**config.mk**
```make
export PLATFORM = sky130hd
export DESIGN_NAME = mm_lane_sequencer
export DESIGN_NICKNAME = d
export VERILOG_FILES = /design/src/rtl/mm_lane_sequencer.sv
export SDC_FILE = /design/constraint.sdc
export NUM_CORES = 1
export LEC_CHECK = 0
export ABC_CLOCK_PERIOD_IN_PS = 4850
export BUFFER_PORTS_ARGS = -buffer_cell sky130_fd_sc_hd__buf_2
export CAP_MARGIN = 10
export CORE_ASPECT_RATIO = 0.6
export CORE_UTILIZATION = 55
export CTS_CLUSTER_SIZE = 30
export DETAILED_ROUTE_END_ITERATION = 8
export HOLD_SLACK_MARGIN = 0.08
export PLACE_DENSITY_LB_ADDON = 0.25
export SLEW_MARGIN = 15
export SYNTH_ARGS = -nofsm -noshare
export SYNTH_HDL_FRONTEND = slang
export SYNTH_SLANG_ARGS = --single-unit
```
**constraint.sdc**
```tcl
create_clock -name clk -period 4.85 [get_ports clk]
set_input_delay 0.2425 -clock clk [delete_from_list [all_inputs] [get_ports clk]]
set_output_delay 0.2425 -clock clk [all_outputs]
set_load 0.05 [all_outputs]
```
**src/rtl/mm_lane_sequencer.sv**
```systemverilog
// rtl/mm_lane_sequencer.sv - one-hot lane sequencer for the M/m processing datapath
//
// Purpose: on an accepted start, latches the dimensions M and m and steps a
// one-hot lane select from lane 0 up to lane max(M,m). The select advances one
// lane per beat accepted by the datapath, then pulses done.
//
// Ports:
//   clk, rst_n           clock, asynchronous active-low reset
//   start, abort         controller requests (start sampled only in IDLE)
//   M, m                 dimensions, latched on an accepted start
//   lane_ready           datapath accepts the current beat
//   lane_valid, lane_sel current beat and its one-hot lane select
//   row_en, col_en       lane index still within M_r / m_r
//   busy, done           controller status
//   stall_cnt            saturating count of RUN cycles with lane_ready low

module mm_lane_sequencer #(
    parameter int IDX_W = 3,
    parameter int LANES = 8,
    parameter int CNT_W = 8
) (
    input  logic             clk,
    input  logic             rst_n,
    input  logic             start,
    input  logic             abort,
    input  logic [IDX_W-1:0] M,
    input  logic [IDX_W-1:0] m,
    input  logic             lane_ready,
    output logic             lane_valid,
    output logic [LANES-1:0] lane_sel,
    output logic             row_en,
    output logic             col_en,
    output logic             busy,
    output logic             done,
    output logic [CNT_W-1:0] stall_cnt
);

    typedef enum logic [1:0] {
        S_IDLE = 2'd0,
        S_RUN  = 2'd1,
        S_DONE = 2'd2
    } state_t;

    state_t           state;
    state_t           state_nxt;
    logic [IDX_W-1:0] idx;
    logic [IDX_W-1:0] m_big_r;
    logic [IDX_W-1:0] m_small_r;
    logic [IDX_W-1:0] max_r;

    // Start with abort high at the same time is refused outright.
    logic start_ok;
    logic last_beat;

    assign start_ok  = start && !abort;
    assign last_beat = lane_ready && (idx == max_r);

    // State register
    always_ff @(posedge clk or negedge rst_n) begin
        if (!rst_n) begin
            state <= S_IDLE;
        end else begin
            state <= state_nxt;
        end
    end

    // Next-state logic
    always_comb begin
        state_nxt = state;
        case (state)
            S_IDLE: begin
                if (start_ok) begin
                    state_nxt = S_RUN;
                end
            end
            S_RUN: begin
                if (abort) begin
                    state_nxt = S_IDLE;
                end else if (last_beat) begin
                    state_nxt = S_DONE;
                end
            end
            S_DONE: begin
                state_nxt = S_IDLE;
            end
            default: begin
                state_nxt = S_IDLE;
            end
        endcase
    end

    // Lane index, latched dimensions and stall counter
    always_ff @(posedge clk or negedge rst_n) begin
        if (!rst_n) begin
            idx       <= '0;
            m_big_r   <= '0;
            m_small_r <= '0;
            max_r     <= '0;
            stall_cnt <= '0;
        end else begin
            case (state)
                S_IDLE: begin
                    if (start_ok) begin
                        m_big_r   <= M;
                        m_small_r <= m;
                        max_r     <= (M > m) ? M : m;
                        idx       <= '0;
                        stall_cnt <= '0;
                    end
                end
                S_RUN: begin
                    // abort wins over lane_ready and freezes the stall count
                    if (abort) begin
                        idx <= '0;
                    end else if (lane_ready) begin
                        if (last_beat) begin
                            idx <= '0;
                        end else begin
                            idx <= idx + 1'b1;
                        end
                    end else if (stall_cnt != {CNT_W{1'b1}}) begin
                        stall_cnt <= stall_cnt + 1'b1;
                    end
                end
                default: begin
                end
            endcase
        end
    end

    // Outputs decode from registers only
    always_comb begin
        lane_valid = 1'b0;
        lane_sel   = '0;
        row_en     = 1'b0;
        col_en     = 1'b0;
        busy       = (state != S_IDLE);
        done       = (state == S_DONE);
        if (state == S_RUN) begin
            lane_valid = 1'b1;
            lane_sel   = {{(LANES-1){1'b0}}, 1'b1} << idx;
            row_en     = (idx <= m_big_r);
            col_en     = (idx <= m_small_r);
        end
    end

endmodule

```
## Yosys cells after proc, flatten, opt, wreduce, memory -nomap -nowiden

Cells that the tools add are included.
W data, S select, Z words.

- Add/sub/neg operators: 2
- Multipliers: 0
- Divide/modulo/power cells: 0
- $lt $le $gt $ge: 3
- Eq/ne operators: 10
- Shifts and indexed selects: 1
- Muxes and demuxes: 19
- Bitwise logic cells: 0
- Reductions and logical operators: 10

Operator list:

| kind | count |
|---|---|
| $mux W8 | 5 |
| $pmux W8 S2 | 1 |
| $mux W3 | 5 |
| $add A8 B1 Y8 const B | 1 |
| $ne A2 B2 Y1 const B | 4 |
| $ne A8 B8 Y1 const B | 1 |
| $shl A1 B3 Y8 const A | 1 |
| $le A3 B3 Y1 | 2 |
| $mux W2 | 3 |
| $ne A3 B3 Y1 const B | 2 |
| $pmux W3 S2 | 1 |
| $reduce_and A5 Y1 | 1 |
| $pmux W2 S2 | 1 |
| $reduce_and A2 Y1 | 2 |
| $reduce_bool A2 Y1 | 2 |
| $add A3 B1 Y3 const B | 1 |
| $eq A3 B3 Y1 | 1 |
| $gt A3 B3 Y1 | 1 |
| $mux W1 | 3 |
| $reduce_and A3 Y1 | 1 |
| $eq A2 B1 Y1 const B | 1 |
| $eq A2 B2 Y1 const B | 1 |
| $logic_and A1 B1 Y1 | 2 |
| $logic_not A2 Y1 | 1 |
| $logic_not A1 Y1 | 1 |

- Bits in registers: 22
- Bits in latches: 0
- Bits in writable memories: 0
- Memory bits (read-only): 0
- Input bits: 11
- Output and inout bits: 21
- Logic and storage cells: 51
- Memories: 0

## Logic depth before layout (Yosys ltp)

Gate-level depths: netlist (run 1).

- Depth after elaboration: 6
- Depth in mapped cells: 6
- Depth with buffers taken out: 6

## Worst setup path before layout (run 1)

OpenSTA, ideal clock, no wires.

- Path kind: register to output
- From: reg idx[1]
- To: out row_en
- Data arrival time: 1.827 ns
- Data required time: 4.608 ns
- Slack: 2.781 ns
- Cell stages (with the launch flop): 6
- Path buffers: 0
- Cells stage by stage: dfrtp_1 -> ha_1 -> nor2b_1 -> o21ai_0 -> nand2b_1 -> a21oi_1

- Word-level cells in the longest chain between the ends: 2

Ends and longest elaborated chain:

| element | RTL line | text |
|---|---|---|
| start, declared | 46 | `logic [IDX_W-1:0] idx;` |
| start signal, assigned | 119 | `idx <= idx + 1'b1;` |
| $le A3 B3 Y1 | 142 | `row_en = (idx <= m_big_r);` |
| $mux W1 | 139 | `if (state == S_RUN) begin` |
| end, declared | 31 | `output logic row_en,` |

No other way between the ends.

## Worst setup path after layout (run 1)

- From: reg idx[1]
- To: out col_en

- Word-level cells in the longest chain between the ends: 2

Ends and longest elaborated chain:

| element | RTL line | text |
|---|---|---|
| $le A3 B3 Y1 | 143 | `col_en = (idx <= m_small_r);` |
| $mux W1 | 139 |  |
| end, declared | 32 | `output logic col_en,` |

No other way between the ends.

==> metrics.yaml, run 1 <==
run_status:
  status: "finished clean"
synth:
  synth_top_area_cell: "dfrtp_1"
  syn-cell-area_sq_um: 1530
  synthTopCellsByArea: "dfrtp_1 36%, ha_1 13%, and3_1 4.9%"
  ys_seq_elements: 22
  yosysTopAreaCellShare: 0.360
  syn_area_per_cell_sq_um: 8.89
  yosysMostFrequentCell: "dfrtp_1"
  synth_cell_types: 37
  ys_seq_area_frac: 0.360
  yosys_warnings: 0
  syn-num-nets: 199
  syn_inst: 172
  synthArstFlopShare: 1.00
  synth_commonest_cells: "22 x dfrtp_1, 18 x nand2_1, 16 x ha_1"
  synth_ff_type: "dfrtp_1"
  synth_edf_count: 0
placed_design:
  dp_cells: 233
  portBuffers: 31
  placed_cell_area_sq_um: 1720
  place_hpwl_mm: 3.11
  gp_congestion: 0.880
sta:
  setup_viol_count_final: 0
  slew_violations: 0
  holdWs_ps: 233
  timing.final.crit_share: 0.431
  hold_viol_final: 0
  finalClockSkew_ps: 2.64
  period_minus_slack_ps: 2090
  slew_headroom: 0.541
  fin_setup_tns_ps: 0
  fmax_mhz: 478
  tightest_slew_ps: 679
  rsz0062_at_grt: "false"
pwr:
  p_leak_nw: 0.952
  peakVddDrop_uv: 208
  powerDensity_nw_per_um2: 337
global_route:
  antenna_found_initial: 0
  grt_pass1_vias: 1378
  grt_usage: 0.296
  grt_max_degree: 23
  gr-total-overflow: 0
  grt_pass1_wl_mm: 6.67
finish:
  drive_gt1_frac: 0.204
  final_util: 0.693
  nNetsFinal: 234
  n_antenna_cell: 0
  areaGrowthSynthToFinish_pct: 16.7
  fin_cells: 238
  final_area_sq_um: 1780
clocking:
  post_cts_resized: 0
  hold_buffers: 1
  cts_root_buffer: "clkbuf_8"
  cts_max_path_buffers: 2
  path_clk_slew_ps: 80
  postCtsSetupRepairBufs: 0
  cts_tree: "done"
  cts_sinks: 22
  cts-buffers-inserted: 3
  cts_max_level: 1
  worstSkewPairLatency_ps: 260
floorplan:
  io_pins: 32
  rows: 14
  die_y_microns: 42.8
  die_x_microns: 70.1
  initial_core_util: 0.594
  core-area_sq_um: 2570
  die_area_sq_um: 3000
detailed_routing:
  wl_mm: 4.02
  wl_per_cell_microns: 16.9
  viasPerCell: 6.10
  vias: 1451
  dr.pass1.iters: 4
  dr.first_iter.drc_count: 106
  drcViolationCount: 0
  ant_nets: 0
hold_path:
  hold_path.class: "in2reg"
worst_setup_path:
  crit_path_end_kind: "output port"
  crit_path_start_kind: "flop"
  crit_type: "reg2out"
  critPathRequiredTime_ps: 4610
  cp.arrival_ps: 1850
  worst-path-max-fanout: 7
job:
  cap_violations: 0
## flip-flops by register name, indices dropped and copies added (netlist names)
register   count
stall_cnt      8
idx            3
m_big_r        3
m_small_r      3
max_r          3
state          2
## path summary, 6_finish.rpt
check	startpoint	to	slack (ps)	depth (start not counted)
max	idx[1]	col_en	2760	6
min in group asynchronous	rst_n	stall_cnt[4]	470	2
min reg2reg	m_small_r[0]	m_small_r[0]	510	2
max in group asynchronous	rst_n	stall_cnt[2]	4040	2
max reg2reg	state[1]	stall_cnt[3]	2790	4
min	m[1]	m_small_r[1]	230	3
## metal layers
metal | vias to the layer above | share of wire | track usage
li1 | 683 | - | -
met1 | 678 | 0.45 | 0.407
met2 | 78 | 0.44 | 0.462
met3 | 12 | 0.085 | 0.0760
met4 | 0 | 0.027 | 0.0960
met5 | - | 0 | 0
## cells by family (layout without fill, tap and decap cells)
| kind of cell | after synthesis | count (layout) | share of synthesized area |
|---|---|---|---|
| adders and majority gates | 16 | 16 | 0.131 |
| DFF | 22 | 22 | 0.360 |
| and+or+nand+nor | 77 | 77 | 0.274 |
| AOI/OAI and AO/OA | 38 | 38 | 0.173 |
| xor gates and xnor gates | 3 | 3 | 0.0172 |
| muxes | 1 | 1 | 0.00736 |
| buffers and inverters | 15 | 49 | 0.0376 |
## placed cells by master (no fill, tap or decap), types with 2 or more instances in the layout
cell type / Yosys / routed
o21ai_0: 10 / 10
nor2_1: 10 / 10
nand3_1: 6 / 6
nand2b_1: 4 / 4
ha_1: 16 / 16
xnor2_1: 3 / 3
and3_1: 12 / 12
o22a_1: 4 / 4
clkbuf_8: 0 / 4
a21oi_1: 6 / 6
or2_2: 2 / 2
nor3_1: 6 / 6
buf_2: 1 / 31
nor2b_1: 7 / 7
and2_1: 2 / 2
nand3b_1: 2 / 2
or4b_1: 2 / 2
nand2_1: 18 / 18
o21ai_1: 5 / 5
dfrtp_1: 22 / 22
inv_1: 11 / 11
a2111oi_0: 3 / 3
a211o_1: 4 / 4
## cell type report
cell class              instances  area, sq um
flip-flops and latches         22          551
well taps                      32         40.0
repair buffers                 33          173
fillers                       214          791
inverters                      12         45.0
multi-input cells             135          921
clock buffers                   4         55.1
## where the power goes
| part | internal (mW) | switching [mW] | total [mW] | leakage [nW] |
|---|---|---|---|---|
| Clock | 0.0724 | 0.0604 | 0.133 | 0.0288 |
| Sequential | 0.212 | 0.0273 | 0.239 | 0.285 |
| Combinational | 0.0768 | 0.153 | 0.230 | 0.638 |
| Total | 0.361 | 0.241 | 0.602 | 0.952 |
## through the flow
stage	setup WS, ps	power [mW]
final	2760	0.602
after global routing	2610	0.636
after CTS	2730	0.600
after detailed placement	2820	0.467
after global placement	2950	0.450
after floorplan	2780	0.402
## worst max-delay path: stages, from the launching register on
cell and delay [ps]:
dfrtp_1 480, ha_1 340, nor2b_1 130, o21ai_0 130, nand2b_1 80, a21oi_1 140, buf_2 280
Power figures use the tool's default switching activity.
==> inputs of run 2 (changes only) <==
ABC_AREA = 1   (was not set)
ABC_CLOCK_PERIOD_IN_PS = 1750   (was 4850)
CORE_UTILIZATION = 49   (was 55)
clock period = 1.75 ns   (was 4.85 ns; I/O delays follow)
==> metrics.yaml, run 2 <==
floorplan:
  die_area_sq_um: 3490
  rows: 15
  io_pins: 32
  initial_core_util: 0.533
  core-area_sq_um: 2980
  die_y_microns: 46.1
  die_x_microns: 75.6
finish:
  final_common_cell: "nand2_1"
  final_area_sq_um: 1920
  fin_cells: 287
  n_antenna_cell: 0
  regArea_sq_um: 557
  final_cell_mix: "45 x nand2_1, 26 x inv_1, 24 x buf_2"
  nFillCells: 274
  nNetsFinal: 273
  areaGrowthSynthToFinish_pct: 20.8
  final_util: 0.644
  multi_input_area_sq_um: 933
  largest_reg_flops: 8
  top_register: "stall_cnt"
  drive_gt1_frac: 0.302
pwr:
  powerDensity_nw_per_um2: 937
  p_seq_frac: 0.373
  clkPwrFrac: 0.206
  p_leak_nw: 0.987
  p_sw_frac: 0.427
  power_mw: 1.80
  p_sw_mw: 0.769
  p_int_mw: 1.03
  peakVddDrop_uv: 587
  power_frac_comb: 0.420
clocking:
  worstSkewPairLatency_ps: 260
  cts_root_buffer: "clkbuf_8"
  cts_max_level: 1
  cts_max_path_buffers: 2
  cts_tree: "done"
  path_clk_slew_ps: 80
  cts_sinks: 22
  cts-buffers-inserted: 3
synth:
  syn_area_per_cell_sq_um: 7.65
  yosysMostFrequentCell: "nand2_1"
  synth_ff_type: "dfrtp_1"
  yosys_warnings: 0
  synth_edf_count: 0
  syn_inst: 208
  ys_seq_area_frac: 0.346
  synth_top_area_cell: "dfrtp_1"
  yosysTopAreaCellShare: 0.346
  synth_commonest_cells: "45 x nand2_1, 26 x inv_1, 22 x dfrtp_1"
  syn-num-nets: 235
  synthTopCellsByArea: "dfrtp_1 35%, ha_1 13%, nand2_1 11%"
  synth_cell_types: 26
  syn-cell-area_sq_um: 1590
  ys_seq_elements: 22
  synthArstFlopShare: 1.00
sta:
  period_minus_slack_ps: 1660
  finalClockSkew_ps: 4.36
  hold_viol_final: 0
  slew_headroom: 0.653
  tightest_slew_ps: 520
  slew_violations: 0
  fmax_mhz: 604
  timing.final.crit_share: 0.947
  setup_viol_count_final: 0
  setup_ws_ps: 93.5
worst_setup_path:
  slowest_delay_ps: 430
  cp_top_family: "flip-flops"
  crit_buf_inv: 2
  critical_path.cell_chain: "inv_1 -> ha_1 -> nand3_1 -> a21oi_1 -> buf_4"
  rr_worst_depth: 7
  cp.arrival_ps: 1570
  cp_slowest_cell: "dfrtp_2"
  crit_path_end_kind: "output port"
  crit_path_start_kind: "flop"
  crit_type: "reg2out"
  critPathRequiredTime_ps: 1660
  r2r-start: "stall_cnt[0]"
  rrSetupSlack_ps: 270
  rr_endpoint: "stall_cnt[2]"
  worst-path-max-fanout: 6
detailed_routing:
  viasPerCell: 5.03
  wl_per_cell_microns: 12.3
  dr.first_iter.drc_count: 93
  drcViolationCount: 0
  vias: 1443
  ant_nets: 0
  dr.pass1.iters: 4
  wl_mm: 3.52
placed_design:
  gp_congestion: 0.801
  portBuffers: 31
  pre_cts_slack_ps: 245
  placed_cell_area_sq_um: 1790
  place_hpwl_mm: 2.74
  dp_cells: 280
run_status:
  status: "finished clean"
global_route:
  gr-total-overflow: 0
  grt_pass1_vias: 1185
  antenna_found_initial: 0
  grt_usage: 0.216
  grt_max_degree: 23
  grt_pass1_wl_mm: 5.52
hold_path:
  hold_depth: 3
  hold_path.class: "in2reg"
  min-delay-start: "M[0]"
  hold-path-endpoint: "m_big_r[0]"
job:
  cap_violations: 0
==> run 2: per-layer routing <==
layer,track usage,vias to the layer above,share of wire
met3,0.0460,2,0.041
met2,0.305,44,0.39
met4,0.0222,0,0.0011
met5,0,-,0
met1,0.344,647,0.57
li1,-,750,-
==> run 2: final cells by class <==
class	count	share of cell area
clock buffer	4	0.0286
tap	42	0.0273
sequential	22	0.290
inverter	30	0.0586
multi-input combinational	153	0.485
timing repair buffer	36	0.111
==> run 2: kinds of logic (layout without fill, tap and decap cells) <==
family / Yosys count / after routing / synth area share
DFF: 22 / 22 / 0.346
xor gates and xnor gates: 1 / 1 / 0.00550
and+or+nand+nor: 102 / 102 / 0.293
buffers and inverters: 33 / 70 / 0.0857
adders and majority gates: 16 / 16 / 0.126
AOI/OAI and AO/OA: 34 / 34 / 0.144
==> run 2: worst max path at each step <==
| stage | from | to | slack [ps] | cells after the start |
|---|---|---|---|---|
| after CTS | idx[2] | col_en | 9 | 5 |
| after global routing | idx[0] | lane_sel[0] | -5 | 5 |
| after global placement | idx[2] | col_en | 300 | 5 |
| final | idx[0] | row_en | 90 | 5 |
| after detailed placement | idx[2] | col_en | 240 | 5 |
| after floorplan | idx[0] | lane_sel[2] | -170 | 4 |
==> run 2: through the flow <==
stage / hold WS, ps / setup TNS [ps]
after CTS: 108 / 0
after global placement: 96.5 / 0
final: 102 / 0
after detailed placement: 95.3 / 0
after floorplan: -208 / -1180
after global routing: 136 / -6.79
==> run 2: worst register-to-register path, delay by kind of cell (launching register included) <==
family	cells	cell delay, ps
simple gates	5	750
fa+ha+maj	1	170
compound gates	1	70
flops	1	410
==> run 2: power by group through the flow <==
stage	Clock [mW]	Combinational [mW]	Sequential, mW
finish	0.372	0.757	0.672
global route	0.398	0.833	0.686
CTS	0.374	0.739	0.670
detailed placement	0	0.725	0.680
global placement	0	0.714	0.676
floorplan	0	0.521	0.720
==> run 2: what timing repair did <==
item,4_1_cts,5_1_grt
pin swaps,0,1
resized for setup,3,13
hold buffers,1,0
cloned,0,0
buffers inserted,0,2
hold endpoints to repair,22,0
endpoints found under the setup margin,2,8
